--- src/rtl/cpu_pkg.sv ---
`default_nettype none
// ============================================================================
// Package     : cpu_pkg
// Description : Shared load/store definitions for the MEM stage: funct3
//               encodings, the access FSM state type and the load lane-offset
//               helper.
// Revision    : 1.0 - initial release
// ============================================================================
package cpu_pkg;

  localparam logic [2:0] F3_B  = 3'd0;
  localparam logic [2:0] F3_H  = 3'd1;
  localparam logic [2:0] F3_W  = 3'd2;
  localparam logic [2:0] F3_BU = 3'd4;
  localparam logic [2:0] F3_HU = 3'd5;

  typedef enum logic [1:0] {
    IDLE = 2'd0,
    BUSY = 2'd1,
    DONE = 2'd2
  } mau_state_t;

  // Byte lane holding the addressed datum; low bits below the access size
  // are ignored so that loads stay naturally aligned.
  function automatic logic [1:0] lane_offset(input logic [2:0] f3, input logic [1:0] a);
    case (f3)
      F3_B, F3_BU: lane_offset = a;
      F3_H, F3_HU: lane_offset = {a[1], 1'b0};
      default:     lane_offset = 2'b00;
    endcase
  endfunction

endpackage
`default_nettype wire

--- src/rtl/store_align.sv ---
`default_nettype none
// ============================================================================
// Module      : store_align
// Description : Combinational byte-enable / write-data lane replication and
//               misalignment detection for one data-memory access.
// Revision    : 1.0 - initial release
// ============================================================================
module store_align
  import cpu_pkg::*;
(
  input  logic [2:0]  funct3,
  input  logic [1:0]  addr_lo,
  input  logic [31:0] store_data,
  output logic [3:0]  be,
  output logic [31:0] wdata,
  output logic        misaligned
);

  // Decode access size into enables and replicated data; unknown sizes act as word.
  always_comb begin
    be         = 4'b1111;
    wdata      = store_data;
    misaligned = 1'b0;
    case (funct3)
      F3_B, F3_BU: begin
        be    = 4'b0001 << addr_lo;
        wdata = {4{store_data[7:0]}};
      end
      F3_H, F3_HU: begin
        be         = 4'b0011 << {addr_lo[1], 1'b0};
        wdata      = {2{store_data[15:0]}};
        misaligned = addr_lo[0];
      end
      default: begin
        misaligned = |addr_lo;
      end
    endcase
  end

endmodule
`default_nettype wire

--- src/rtl/mem_access_unit.sv ---
`default_nettype none
// ============================================================================
// Module      : mem_access_unit
// Description : MEM-stage load/store engine. Issues a req/ack access to the
//               data memory, stalls the pipeline while it is outstanding,
//               aborts with bus_err after MAX_WAIT unacknowledged cycles and
//               returns right-justified load data.
//               Build option: define MISALIGN_TRAP_EN to trap misaligned
//               halfword/word accesses instead of silently aligning them.
// Revision    : 1.0 - initial release
// ============================================================================
module mem_access_unit
  import cpu_pkg::*;
#(
  parameter int MAX_WAIT = 255,
  parameter int CNT_W    = 8
) (
  input  logic        clk,
  input  logic        reset,
  input  logic        mem_read,
  input  logic        mem_write,
  input  logic [2:0]  funct3,
  input  logic [31:0] addr,
  input  logic [31:0] store_data,
  output logic        dmem_req,
  output logic        dmem_we,
  output logic [31:0] dmem_addr,
  output logic [3:0]  dmem_be,
  output logic [31:0] dmem_wdata,
  input  logic [31:0] dmem_rdata,
  input  logic        dmem_ack,
  output logic [31:0] load_data,
  output logic        stall,
  output logic        bus_err,
  output logic        misalign_trap
);

  localparam logic [CNT_W-1:0] WAIT_LIMIT = CNT_W'(MAX_WAIT);
  localparam logic [CNT_W-1:0] WAIT_LAST  = CNT_W'(MAX_WAIT - 1);

  mau_state_t       state;
  mau_state_t       state_nx;
  logic [CNT_W-1:0] wait_cnt;
  logic [1:0]       load_shift;
  logic [3:0]       sa_be;
  logic [31:0]      sa_wdata;
  logic             sa_misaligned;
  logic             access_req;
  logic             trap_now;
  logic             start_access;
  logic             timeout;

  store_align u_store_align (
    .funct3     (funct3),
    .addr_lo    (addr[1:0]),
    .store_data (store_data),
    .be         (sa_be),
    .wdata      (sa_wdata),
    .misaligned (sa_misaligned)
  );

  assign access_req = mem_read | mem_write;

`ifdef MISALIGN_TRAP_EN
  assign trap_now = access_req & sa_misaligned;
`else
  logic unused_misaligned;
  assign unused_misaligned = sa_misaligned;
  assign trap_now          = 1'b0;
`endif

  assign start_access = access_req & ~trap_now;
  // The MAX_WAIT-th BUSY cycle without an ack is the last one allowed.
  assign timeout      = (wait_cnt >= WAIT_LAST) & ~dmem_ack;

  // State register; reset returns to IDLE immediately.
  always_ff @(posedge clk or posedge reset) begin
    if (reset) state <= IDLE;
    else       state <= state_nx;
  end

  // Next-state: one access per IDLE->BUSY->DONE pass, traps skip BUSY.
  always_comb begin
    state_nx = state;
    case (state)
      IDLE: begin
        if (trap_now)          state_nx = DONE;
        else if (start_access) state_nx = BUSY;
      end
      BUSY: begin
        if (dmem_ack || timeout) state_nx = DONE;
      end
      DONE:    state_nx = IDLE;
      default: state_nx = IDLE;
    endcase
  end

  // Pipeline freeze: from the moment an op shows up until the access finishes.
  always_comb begin
    stall = 1'b0;
    case (state)
      IDLE:    stall = access_req;
      BUSY:    stall = 1'b1;
      default: stall = 1'b0;
    endcase
  end

  // Memory interface registers, wait counter, load capture and event pulses.
  always_ff @(posedge clk or posedge reset) begin
    if (reset) begin
      dmem_req      <= 1'b0;
      dmem_we       <= 1'b0;
      dmem_addr     <= 32'h0;
      dmem_be       <= 4'h0;
      dmem_wdata    <= 32'h0;
      load_data     <= 32'h0;
      load_shift    <= 2'b00;
      wait_cnt      <= '0;
      bus_err       <= 1'b0;
      misalign_trap <= 1'b0;
    end else begin
      bus_err       <= 1'b0;
      misalign_trap <= 1'b0;
      case (state)
        IDLE: begin
          if (start_access) begin
            dmem_req   <= 1'b1;
            dmem_we    <= mem_write;
            dmem_addr  <= {addr[31:2], 2'b00};
            dmem_be    <= mem_write ? sa_be : 4'b1111;
            dmem_wdata <= sa_wdata;
            load_shift <= lane_offset(funct3, addr[1:0]);
            wait_cnt   <= '0;
          end else if (trap_now) begin
            misalign_trap <= 1'b1;
          end
        end
        BUSY: begin
          if (dmem_ack) begin
            dmem_req <= 1'b0;
            if (!dmem_we) load_data <= dmem_rdata >> {load_shift, 3'b000};
          end else begin
            if (wait_cnt < WAIT_LIMIT) wait_cnt <= wait_cnt + 1'b1;
            if (timeout) begin
              dmem_req <= 1'b0;
              bus_err  <= 1'b1;
            end
          end
        end
        default: ;
      endcase
    end
  end

endmodule
`default_nettype wire
--- config.mk ---
export PLATFORM = sky130hd
export DESIGN_NAME = mem_access_unit
export DESIGN_NICKNAME = d
export VERILOG_FILES = /design/src/rtl/cpu_pkg.sv /design/src/rtl/store_align.sv /design/src/rtl/mem_access_unit.sv
export SDC_FILE = /design/constraint.sdc
export NUM_CORES = 1
export LEC_CHECK = 0
export BUFFER_PORTS_ARGS = -buffer_cell sky130_fd_sc_hd__buf_2
export CAP_MARGIN = 20
export CORE_AREA = 2 2 102 104
export CTS_BUF_LIST = sky130_fd_sc_hd__clkbuf_8
export DETAILED_ROUTE_END_ITERATION = 16
export DIE_AREA = 0 0 104 106
export PLACE_DENSITY = 0.94
export SETUP_SLACK_MARGIN = 0.1
export SYNTH_ARGS = -nofsm -noshare
export SYNTH_HDL_FRONTEND = slang
export SYNTH_SLANG_ARGS = --single-unit
--- constraint.sdc ---
create_clock -name clk -period 8.2 [get_ports clk]
set_input_delay 0.41 -clock clk [delete_from_list [all_inputs] [get_ports clk]]
set_output_delay 0.41 -clock clk [all_outputs]
set_load 0.02 [all_outputs]
# After elaboration in Yosys (flattened, before gate mapping)
# Index checks and enable logic that the tools add are counted.
totals:
  reg_bits: 113
  latch_bits: 0
  ramBits: 0
  mem_bits_ro: 0
  inputBits: 104
  out_inout_bits: 105
  word_cells: 59
  n_memories: 0
classes:
  add_sub_neg: 1
  n_mul: 0
  div: 0
  n_lt_le_gt_ge: 2
  n_eq_ne: 9
  shifts: 3
  muxes: 19
  bitwise: 4
  reduce_logical: 11
ops:
  columns: ["op", "count"]
  rows:
  - ["one-hot mux 32 bit (2 select lines)", 1]
  - ["right shift 32 x 5 -> 32 bit", 1]
  - ["2-to-1 mux 8 bit", 3]
  - ["one-hot mux 8 bit (2 select lines)", 1]
  - ["adder 8 x 1 -> 8 bit, second input constant", 1]
  - ["greater-or-equal comparator 8 bit, second input constant", 1]
  - ["< comparator 8 bit, second input constant", 1]
  - ["inequality test 2 bit, second input constant", 4]
  - ["one-hot mux 2 bit (2 select lines)", 2]
  - ["one-hot mux 4 bit (2 select lines)", 1]
  - ["== test 3 bit, second input constant", 2]
  - ["2-to-1 mux 1 bit", 6]
  - ["AND reduction 3 bit", 2]
  - ["2-to-1 mux 2 bit", 2]
  - ["2-to-1 mux 4 bit", 1]
  - ["one-hot mux 1 bit (2 select lines)", 2]
  - ["AND reduction 2 bit", 2]
  - ["AND reduction 4 bit", 1]
  - ["OR reduction 2 bit", 2]
  - ["<< shifter 1 x 2 -> 4 bit, first input constant", 1]
  - ["<< shifter 2 x 2 -> 4 bit, first input constant", 1]
  - ["== test 3 x 1 -> 1 bit, second input constant", 1]
  - ["logical NOT 3 bit", 1]
  - ["inequality test 3 bit, second input constant", 1]
  - ["other kinds (7)", 8]

# Longest topological paths before layout
logic_depth:
  depth_word: 5
  ltp_mapped: 5
  depth_no_buf: 5

# By module
# A second synthesis with hierarchy kept.
hier_totals:
  hier_cells: 442
  area_unflattened_um2: 5472.7
modules_own_cells:
  columns: ["module", "n_inst", "cells_per_inst", "area_each_um2", "seq_area_each_um2"]
  rows:
  - ["mem_access_unit", 1, 379, 4951.0, 2827.7]
  - ["store_align", 1, 63, 521.8, 0.0]

# Worst setup path after synthesis
# OpenSTA, ideal clock, no wires.
synth_path:
  kind: "register to register"
  from: "reg state[0]"
  to: "reg dmem_addr[10]"
  setup_time_ns: 0.125
  arrival_time_ns: 1.432
  required_time_ns: 8.075
  slack_ns: 6.643
  stages_incl_launch_ff: 6
  n_path_buf: 2
  period_less_slack_ns: 1.557
  path_cell_list: "dfrtp_1 or2_1 buf_6 nor2_2 buf_4 mux2_2"
synth_between:
  elab_chain_len: 2
synth_rtl:
  columns: ["element", "line_no", "rtl"]
  rows:
  - ["start: declaration", "mem_access_unit.sv:41", "mau_state_t state;"]
  - ["start signal: assignment", "mem_access_unit.sv:79", "else state <= state_nx;"]
  - ["logical NOT 2 bit", "mem_access_unit.sv:124", "case (state)"]
  - ["AND reduction 2 bit (no line)", null, null]
  - ["end signal: assignment", "mem_access_unit.sv:129", "dmem_addr <= {addr[31:2], 2'b00};"]
  - ["end: declaration", "mem_access_unit.sv:27", "output logic [31:0] dmem_addr,"]
# No other way between the ends.
# A chain may end at the register's enable or synchronous reset.

# Final worst setup path
layout_path:
  from: "reg state[0]"
  to: "reg dmem_addr[28]"
# Same word-level chain as after synthesis.

==> flow_summary.json <==
{
  "synth-adder-area-share_pct": 0.475,
  "cts_post_setup_buffers_inserted": 0,
  "run_status": "completed",
  "setup.reg_to_reg.worst_slack_ns": 5.77,
  "cts_sinks": 113,
  "port-buffer-count": 204,
  "slew-limit-headroom_pct": 38.6,
  "dieArea_sq_mm": 0.0110,
  "drtAntennaViolNets": 0,
  "xor_xnor_cell_area_share_of_the_yosys_netlist_pct": 0,
  "antenna_cells": 0,
  "largest_net_degree_at_the_start_of_global_routing": 73,
  "worst_slew_pin_slew_ns": 0.922,
  "synth_simple_gate_area_share_pct": 6.80,
  "critPathSlowestCell": "sky130_fd_sc_hd__or2_1",
  "die_w_um": 104,
  "placementRows": 37,
  "crit-reg2reg-launch": "state[0]$_DFFE_PP0P_",
  "gr-usage-all-layers_pct": 24.0,
  "ios": 209,
  "grt_first_pass_wirelength_mm": 21.0,
  "dpl_worst_slack_ns": 5.82,
  "synth_top_cell_by_area": "sky130_fd_sc_hd__dfrtp_1",
  "cts_buffers": 17,
  "flip_flop_and_latch_count_after_synthesis": 113,
  "ys_async_sr_fraction_pct": 100,
  "leakage_power_nw": 3.34,
  "first_iter_violations": 298,
  "routed_wirelength_normalized_by_instance_count_um": 16.7,
  "number_of_antenna_violations_at_the_first_check_in_global_routing": 0,
  "synthDistinctLibCells": 44,
  "worstRegToRegCells": 4,
  "netlist_area_sq_mm": 0.00526,
  "worst_ep_arrival_time_ns": 2.72,
  "ys_warn_count": 0,
  "die_height_um": 106,
  "hold_buffers": 0,
  "drt_first_pass_iters": 4,
  "grt_pass1_vias": 4303,
  "edff_count_synth": 0,
  "detail_route.vias_per_cell": 5.44,
  "avgSynthCellArea_sq_um": 11.8,
  "min_path_type": "in -> async",
  "critical_path.max_fanout": 45,
  "synth_top_flop_cell": "sky130_fd_sc_hd__dfrtp_1",
  "final_min_period_over_clock_period_pct": 29.6,
  "setup_slack_ns": 5.77,
  "critical_path.startpoint_type": "flip-flop",
  "postSynthCellCount": 446,
  "timing.setup.tns_ns": 0,
  "area.growth.synth_to_final_pct": 28.6,
  "rsz0062_at_grt": "false",
  "pwr_density_cell_mw_per_mm2": 402,
  "clock_path_buffers": 2,
  "clock_tree.htree_level_count": 4,
  "post_synth_main_area_contributors": "sky130_fd_sc_hd__dfrtp_1, sky130_fd_sc_hd__mux2i_1, sky130_fd_sc_hd__mux2_2",
  "synth.most_common_cell": "sky130_fd_sc_hd__dfrtp_1",
  "globalRouteOverflowTotal": 0,
  "irDropWorstVdd_mv": 0.212,
  "worstPathCellList": "or2_1 -> nor2_4 -> buf_4 -> mux2_2",
  "worstSetupEndpointType": "flip-flop",
  "yosys-mux-area-fraction_pct": 23.6,
  "worst-endpoint-required_ns": 8.49,
  "initial_utilization_pct": 52.6,
  "post_cts_resized": 0,
  "portion_of_synthesized_cell_area_occupied_by_the_leading_cell_type_pct": 53.7,
  "clock_latency_on_the_worst_skew_pair_ns": 0.42,
  "path_class": "reg -> reg",
  "post_route_cells_drive_above_1_share_pct": 45.1,
  "wirelength_mm": 13.3,
  "finClkSkew_ns": 0.00800,
  "timing.max_cap.violations": 0,
  "synth-compound-area-share_pct": 11.5,
  "clock-root-buffer": "sky130_fd_sc_hd__clkbuf_8",
  "vias": 4317,
  "synth.cells.most_frequent": "sky130_fd_sc_hd__dfrtp_1, sky130_fd_sc_hd__o21ai_0, sky130_fd_sc_hd__mux2i_1, sky130_fd_sc_hd__mux2_2, sky130_fd_sc_hd__nand2_1",
  "routabilityCongestion": 0.868,
  "clkTransAtPathRegs_ns": 0.07,
  "synth_seq_area_share_pct": 53.7,
  "post-dp-hpwl_mm": 9.55,
  "cpPeakStageDelay_ns": 0.59,
  "hold_viol_final": 0,
  "finish.net_count": 751,
  "core_ar_sq_mm": 0.0100,
  "fin_crit_ns": 2.43,
  "drc_errors": 0,
  "slew_viol_final": 0,
  "r2r-end": "dmem_addr[28]$_DFFE_PP0P_",
  "final-setup-viol-count": 0,
  "max_freq_ghz": 0.412,
  "tritoncts": "yes",
  "combinational_family_with_the_most_area_after_synthesis": "multiplexers"
}
-- cell families (layout without fill, tap and decap cells) --
logic type	after synthesis	after routing
and+or+nand+nor	74	74
adders and majority gates	2	2
muxes	117	117
AOI/OAI and AO/OA	101	101
DFF	113	113
buffers and inverters	38	248
other	1	3
-- critical path: cells and delay by family (launching register included) --
family | cells | cell delay, ns
AND/OR/NAND/NOR | 2 | 0.88
buffers and inverters | 1 | 0.53
multiplexers | 1 | 0.41
flip-flops | 1 | 0.45
-- cells in the final DEF, fill, tap and decap left out, drive strengths merged, types with 2 or more instances in the layout --
cell type / n
buf: 211
dfrtp: 113
o21ai: 69
mux2i: 62
mux2: 55
nand2: 43
clkbuf: 19
a2bb2oi: 10
o31ai: 9
inv: 8
nor3: 6
nor2: 6
clkinv: 5
nor2b: 3
conb: 3
bufinv: 3
nor3b: 2
nand4: 2
and2: 2
a21oi: 2
o21a: 2
nand3: 2
and3: 2
and4: 2
ha: 2
clkinvlp: 2
or2: 2
-- state kept, by name, summed over array words and instances, names as in the netlist --
name,count
bus_err,1
dmem_wdata,32
dmem_addr,30
dmem_be,4
dmem_req,1
load_data,32
load_shift,2
dmem_we,1
wait_cnt,8
state,2
-- report_power, final --
| group | internal (W) | leakage, nW | switching, W |
|---|---|---|---|
| clock | 0.000311 | 0.215 | 0.000216 |
| sequential | 0.000815 | 1.37 | 0.000159 |
| combinational | 0.000492 | 1.75 | 0.000730 |
-- through the flow --
stage          total power [W]  util [%]  hold WS (ns)  std cells  area, sq um
2_1_floorplan          0.00179         -         0.454        448         5270
3_3_place_gp           0.00214      63.3         0.456        760         6330
3_5_place_dp           0.00219      63.3         0.462        760         6330
4_1_cts                0.00273      67.4        0.0205        792         6740
5_1_grt                0.00288      67.7        0.0466        794         6770
6_report               0.00272      67.7        0.0272        794         6770
-- final cells by class --
cell class | instances | area (sq um)
well taps | 136 | 170
multi-input cells | 297 | 2250
clock buffers | 19 | 262
inverters | 5 | 21.3
repair buffers | 211 | 1090
clock inverters | 13 | 145
flip-flops and latches | 113 | 2830
fillers | 748 | 3230
-- how the worst max path moves through the flow --
stage | startpoint | end | slack [ns] | cells after the start
after detailed placement | state[1]$_DFFE_PP0P_ | dmem_addr[28]$_DFFE_PP0P_ | 5.82 | 4
after global placement | state[0]$_DFFE_PP0P_ | dmem_addr[23]$_DFFE_PP0P_ | 5.86 | 4
final | state[0]$_DFFE_PP0P_ | dmem_addr[28]$_DFFE_PP0P_ | 5.77 | 4
after floorplan | reset | bus_err$_DFF_PP0_ | 4.80 | 1
after global routing | state[0]$_DFFE_PP0P_ | dmem_addr[28]$_DFFE_PP0P_ | 5.65 | 4
after CTS | state[1]$_DFFE_PP0P_ | dmem_wdata[28]$_DFFE_PP0P_ | 5.79 | 4
-- layer usage --
layer	part of all wire, %	track usage (%)	vias up
met2	51	40.2	199
met1	40	29.6	2103
met4	1.7	8.01	0
met3	7.4	7.91	22
li1	-	-	1993
met5	0	0	-
No activity file was read; power rests on OpenSTA's default activity.
